--- src/rtl/mixedInclude_package.sv ---
// Shared wordline constants for the mixed example.
// Holds the B buffer size defaults and the default-config occupancy type.
package mixedInclude_package;

    localparam int BSIZE      = 10;
    localparam int BSIZE_LOG2 = 4;

    typedef logic [BSIZE_LOG2-1:0] b_fifo_cnt_t;

endpackage

--- src/rtl/b_mod_ptr.sv ---
// Modulo-DEPTH incrementing pointer with enable and synchronous clear.
// Ports: clk, rst_n (async low), clr (sync, wins), en (advance), ptr (value).
module b_mod_ptr #(
    parameter int DEPTH = 10,
    localparam int W    = (DEPTH > 1) ? $clog2(DEPTH) : 1
) (
    input  logic         clk,
    input  logic         rst_n,
    input  logic         clr,
    input  logic         en,
    output logic [W-1:0] ptr
);

    logic [W-1:0] ptr_nxt;

    // Wrap explicitly so non-power-of-two depths work.
    always_comb begin
        ptr_nxt = ptr + 1'b1;
        if (ptr == W'(DEPTH - 1))
            ptr_nxt = '0;
    end

    always_ff @(posedge clk or negedge rst_n) begin
        if (!rst_n)
            ptr <= '0;
        else if (clr)
            ptr <= '0;
        else if (en)
            ptr <= ptr_nxt;
    end

endmodule

--- src/rtl/b_wordline_fifo.sv ---
// Ready/valid FIFO of DEPTH wordlines, WIDTH bits each, flop storage.
// Ports: clk, rst_n, flush, in_valid/in_ready/in_data, out_valid/out_ready/
// out_data, count (occupancy), almost_full, drop_cnt (saturating drops).
module b_wordline_fifo
    import mixedInclude_package::*;
#(
    parameter int WIDTH        = 32,
    parameter int DEPTH        = BSIZE,
    parameter int AFULL_THRESH = DEPTH - 2,
    parameter bit DROP_ON_FULL = 1'b0,
    localparam int CNT_W       = $clog2(DEPTH + 1),
    localparam int PTR_W       = $clog2(DEPTH)
) (
    input  logic             clk,
    input  logic             rst_n,
    input  logic             flush,
    input  logic             in_valid,
    output logic             in_ready,
    input  logic [WIDTH-1:0] in_data,
    output logic             out_valid,
    input  logic             out_ready,
    output logic [WIDTH-1:0] out_data,
    output logic [CNT_W-1:0] count,
    output logic             almost_full,
    output logic [7:0]       drop_cnt
);

    logic [WIDTH-1:0] mem [DEPTH];
    logic [PTR_W-1:0] wr_ptr;
    logic [PTR_W-1:0] rd_ptr;
    logic             full;
    logic             push;
    logic             pop;
    logic             drop;

    assign full        = (count == CNT_W'(DEPTH));
    assign out_valid   = (count != '0);
    assign almost_full = (count >= CNT_W'(AFULL_THRESH));
    assign out_data    = mem[rd_ptr];

    // Full blocks writes even when a pop happens in the same cycle.
    assign in_ready = DROP_ON_FULL ? 1'b1 : !full;
    assign push     = in_valid & in_ready & !full & !flush;
    assign pop      = out_valid & out_ready & !flush;
    assign drop     = DROP_ON_FULL & in_valid & full & !flush;

    b_mod_ptr #(.DEPTH(DEPTH)) u_wr_ptr (
        .clk   (clk),
        .rst_n (rst_n),
        .clr   (flush),
        .en    (push),
        .ptr   (wr_ptr)
    );

    b_mod_ptr #(.DEPTH(DEPTH)) u_rd_ptr (
        .clk   (clk),
        .rst_n (rst_n),
        .clr   (flush),
        .en    (pop),
        .ptr   (rd_ptr)
    );

    always_ff @(posedge clk or negedge rst_n) begin
        if (!rst_n) begin
            for (int i = 0; i < DEPTH; i++)
                mem[i] <= '0;
        end else if (push) begin
            mem[wr_ptr] <= in_data;
        end
    end

    always_ff @(posedge clk or negedge rst_n) begin
        if (!rst_n)
            count <= '0;
        else if (flush)
            count <= '0;
        else if (push && !pop)
            count <= count + 1'b1;
        else if (pop && !push)
            count <= count - 1'b1;
    end

    // Flush leaves the drop history intact.
    always_ff @(posedge clk or negedge rst_n) begin
        if (!rst_n)
            drop_cnt <= '0;
        else if (drop && drop_cnt != 8'hFF)
            drop_cnt <= drop_cnt + 8'd1;
    end

endmodule

--- config.mk ---
export PLATFORM = sky130hd
export DESIGN_NAME = b_wordline_fifo
export DESIGN_NICKNAME = d
export VERILOG_FILES = /design/src/rtl/mixedInclude_package.sv /design/src/rtl/b_mod_ptr.sv /design/src/rtl/b_wordline_fifo.sv
export SDC_FILE = /design/constraint.sdc
export NUM_CORES = 1
export LEC_CHECK = 0
export ABC_AREA = 1
export CELL_PAD_IN_SITES_DETAIL_PLACEMENT = 0
export CELL_PAD_IN_SITES_GLOBAL_PLACEMENT = 1
export CORE_AREA = 2 2 213 215
export CTS_BUF_LIST = sky130_fd_sc_hd__clkbuf_8
export CTS_CLUSTER_DIAMETER = 150
export DETAILED_ROUTE_END_ITERATION = 8
export DIE_AREA = 0 0 215 217
export PLACE_DENSITY = 0.63
export SLEW_MARGIN = 0
export SYNTH_ARGS = -nofsm -noshare
export SYNTH_HDL_FRONTEND = slang
export SYNTH_SLANG_ARGS = --single-unit
export TNS_END_PERCENT = 1
--- constraint.sdc ---
create_clock -name clk -period 2.47 [get_ports clk]
set_input_delay 0.494 -clock clk [delete_from_list [all_inputs] [get_ports clk]]
set_output_delay 0.494 -clock clk [all_outputs]
set_load 0.03 [all_outputs]
==> flow_summary.toml <==
[detailed_routing]
drtPass1Iterations = 7
dr_vias = 12500
detail_route.iter0.violations = 928
antenna_left = 0
route.final.wire_length_mm = 45.3
route.detailed.wl_per_inst_microns = 17.8
via_per_inst = 4.94
post-route-drc-count = 0

[critical_path]
critPathArrivalTime_ns = 2.27
r2r-start = "count[0]$_DFFE_PN0P_"
timing.critical_path.slowest_cell_delay_ns = 0.51
worst-path-max-fanout = 7
startpoint = "u_rd_ptr.ptr[0]$_DFFE_PN0P_"
crit_path_end = "out_data[17]"
worstSetupStartpointType = "flip-flop"
worst_path_most_repeated_cell = "sky130_fd_sc_hd__buf_12"
critPathKind = "flip-flop to primary output"
timing.critical_path.to_type = "primary output"
reg2reg_capture_point = "count[3]$_DFFE_PN0P_"
worstPathCellList = "buf_12, buf_12, buf_16, nor2_2, nor2_1, o21ai_1, o211ai_1, nand3_1, nand2_2, buf_12"
critical_path_required_ns = 1.98
critical-path-slowest-cell = "sky130_fd_sc_hd__dfrtp_4"
rr_worst_depth = 14
regToRegSetupSlack_ns = 0.46

[sta]
slew_at_the_pin_closest_to_its_max_slew_limit_ns = 0.600
setup-tns-final_ns = -7.98
setup_violators_final = 32
timing_max_transition_violations_final = 0
rsz0062_at_grt = "true"
final_period_minus_worst_setup_slack_ns = 2.77
hold_violations = 0
maxClockFrequency_mhz = 361
final.period_utilization_pct = 112
finalHoldWorstSlack_ns = 0.351
fin_skew_ns = 0.0251
finalWorstSetupSlack_ns = -0.296
worst_slew_margin_relative_to_its_limit_pct = 60.0

[power_and_ir_drop]
total_leakage_power_nw = 8.78
power.total_mw = 19.6
powerDensity_nw_per_um2 = 1040
vdd.ir_drop.worst_v = 0.000699

[grt]
number_of_antenna_violations_at_the_first_check_in_global_routing = 0
use_met2_pct = 31.6
globalRoute.busiestLayer = "met2"
gr-usage-met1_pct = 28.2
total_track_usage_pct = 19.7
grt_start_max_net_pins = 74
grt_first_pass_wirelength_mm = 72.3
via_count_of_the_first_global_routing_pass = 12200
met3_usage_pct = 2.53
grt_remaining_overflow = 0

[final_layout]
design.final.nets = 1937
final_core_density_pct = 42.2
post_layout_nonfiller_instances = 2538
nFillCells = 4596
postLayoutCellArea_sq_um = 18900
synthToLayoutAreaGrowth_pct = 22.3
seqCellArea_sq_um = 8320
share_of_final_layout_standard_cells_stronger_than_drive_strength_1_pct = 14.8
multi_input_comb_area_sq_um = 6320

[yosys]
synthTopCellsByArea = "sky130_fd_sc_hd__dfrtp_1 54%, sky130_fd_sc_hd__nand2_1 12%, sky130_fd_sc_hd__o21ai_0 10%, sky130_fd_sc_hd__nor2_1 4.8%, sky130_fd_sc_hd__o211ai_1 3.1%"
postSynthCellCount = 1816
share_of_synthesized_area_occupied_by_flip_flops_and_latches_pct = 53.9
postSynthRegisterBits = 332
mappedNetlistArea_sq_um = 15400
synth.distinct_cells = 37
yosys_warnings = 0
synthDominantCellAreaShare_pct = 53.9
synthesized_area_divided_by_synthesized_cell_count_sq_um = 8.49
cell_taking_the_most_area_after_synthesis = "sky130_fd_sc_hd__dfrtp_1"

[clock_network]
clk_transition_reported_paths_ns = 0.06
cts_root_buf = "sky130_fd_sc_hd__clkbuf_8"
cts_tree = "built"
clock_latency_ns = 0.66
clock_sinks = 332
cts.htree.levels = 2
cts_inserted_buffers = 60
number_of_buffers_on_the_longest_clock_path = 3

[place]
buffer_ports.inserted = 75
dpl-instance-area_sq_um = 17100
dp.cells = 2415
pre_cts_ws_ns = 0.0962
place_congestion = 0.740
dp_hpwl_mm = 25.0

[outcome]
failing_checks = "negative setup slack"
run_status = "complete, but fails checks"

[die]
die_area_sq_um = 46700
core_region_area_sq_um = 44700
num_rows = 78
io_pins = 84
initial_core_util_pct = 34.5
floorplan.die.width_microns = 215
die_height_microns = 217

[job]
drv.max_cap_violation_count = 0

[min_path]
holdCritPathClass = "input pin to async pin"
registers in the layout, summed over array words and instances (netlist names):
name / flops
mem: 320
u_rd_ptr.ptr: 4
u_wr_ptr.ptr: 4
count: 4
routing by layer:
| metal | up-vias | part of all wire, % |
|---|---|---|
| met5 | - | 0 |
| met3 | 62 | 3.8 |
| li1 | 6163 | - |
| met2 | 219 | 46 |
| met4 | 0 | 1.9 |
| met1 | 6088 | 49 |
layout by cell type (no fill, tap or decap), types with 40 or more instances in the layout:
cell / instances
sky130_fd_sc_hd__o21ai_2: 46
sky130_fd_sc_hd__o211ai_1: 64
sky130_fd_sc_hd__nor2_1: 183
sky130_fd_sc_hd__o21ai_1: 116
sky130_fd_sc_hd__inv_1: 68
sky130_fd_sc_hd__clkdlybuf4s50_1: 40
sky130_fd_sc_hd__clkbuf_8: 77
sky130_fd_sc_hd__nand2_1: 490
sky130_fd_sc_hd__buf_12: 46
sky130_fd_sc_hd__dfrtp_1: 329
sky130_fd_sc_hd__o21ai_0: 292
synthesized netlist by cell type, drive strengths merged:
cell,instances
a21boi,1
a21oi,1
buf,71
clkbuf,62
clkinv,3
conb,1
dfrtp,332
fa,1
ha,4
inv,49
nand2,512
nand3,40
nand4,8
nor2,201
nor3,2
o211ai,64
o21ai,454
o22ai,5
or2,1
xnor2,1
xor2,3
what timing repair did:
action                     CTS  global route
cloned                       7             1
hold buffers                 1             0
pin swaps                   20            15
hold endpoints to repair    35             0
resized for setup           64            42
setup endpoints to repair   34            32
setup buffers                9             0
report_power, final:
part | switching (mW) | internal (mW) | total [mW] | leakage (nW)
clock network | 2.31 | 2.86 | 5.18 | 0.700
registers | 0.567 | 6.44 | 7.01 | 4.47
logic | 4.16 | 3.24 | 7.40 | 3.61
layout make-up:
type / count / area share, %
Inverter: 52 / 1.19
Sequential cell: 332 / 44.1
Timing Repair Buffer: 143 / 10.9
Clock buffer: 77 / 5.62
Clock inverter: 27 / 0.729
Antenna cell: 1 / 0.0133
Multi-Input combinational cell: 1306 / 33.5
Tap cell: 600 / 3.98
cell families (layout without fill, tap and decap cells):
group | Yosys count | in the layout | synth area share, %
AND/OR/NAND/NOR | 764 | 764 | 19.9
buffers and inverters | 185 | 299 | 6.28
XOR/XNOR | 4 | 4 | 0.227
AO/OA/AOI/OAI | 525 | 525 | 19.2
adder cells (fa/ha/maj) | 5 | 5 | 0.454
flip-flops | 332 | 332 | 53.9
other | 1 | 9 | 0.0243
worst max-delay path, delay by kind of cell, from the launching register on:
kind / cells / cell delay, ns
buffers and inverters: 4 / 0.59
DFF: 1 / 0.51
and+or+nand+nor: 4 / 0.34
AOI/OAI and AO/OA: 2 / 0.18
worst min-delay path by stage:
stage               startpoint                    to  depth (start not counted)  slack, ns
floorplan                rst_n  count[0]$_DFFE_PN0P_                          0       0.20
global placement         rst_n  count[2]$_DFFE_PN0P_                          1       0.43
detailed placement       rst_n  count[2]$_DFFE_PN0P_                          1       0.43
CTS                      rst_n  mem[134]$_DFFE_PN0P_                          2       0.32
global route             rst_n  count[3]$_DFFE_PN0P_                          2       0.36
finish                   rst_n  count[3]$_DFFE_PN0P_                          2       0.35
Power figures use the tool's default switching activity.
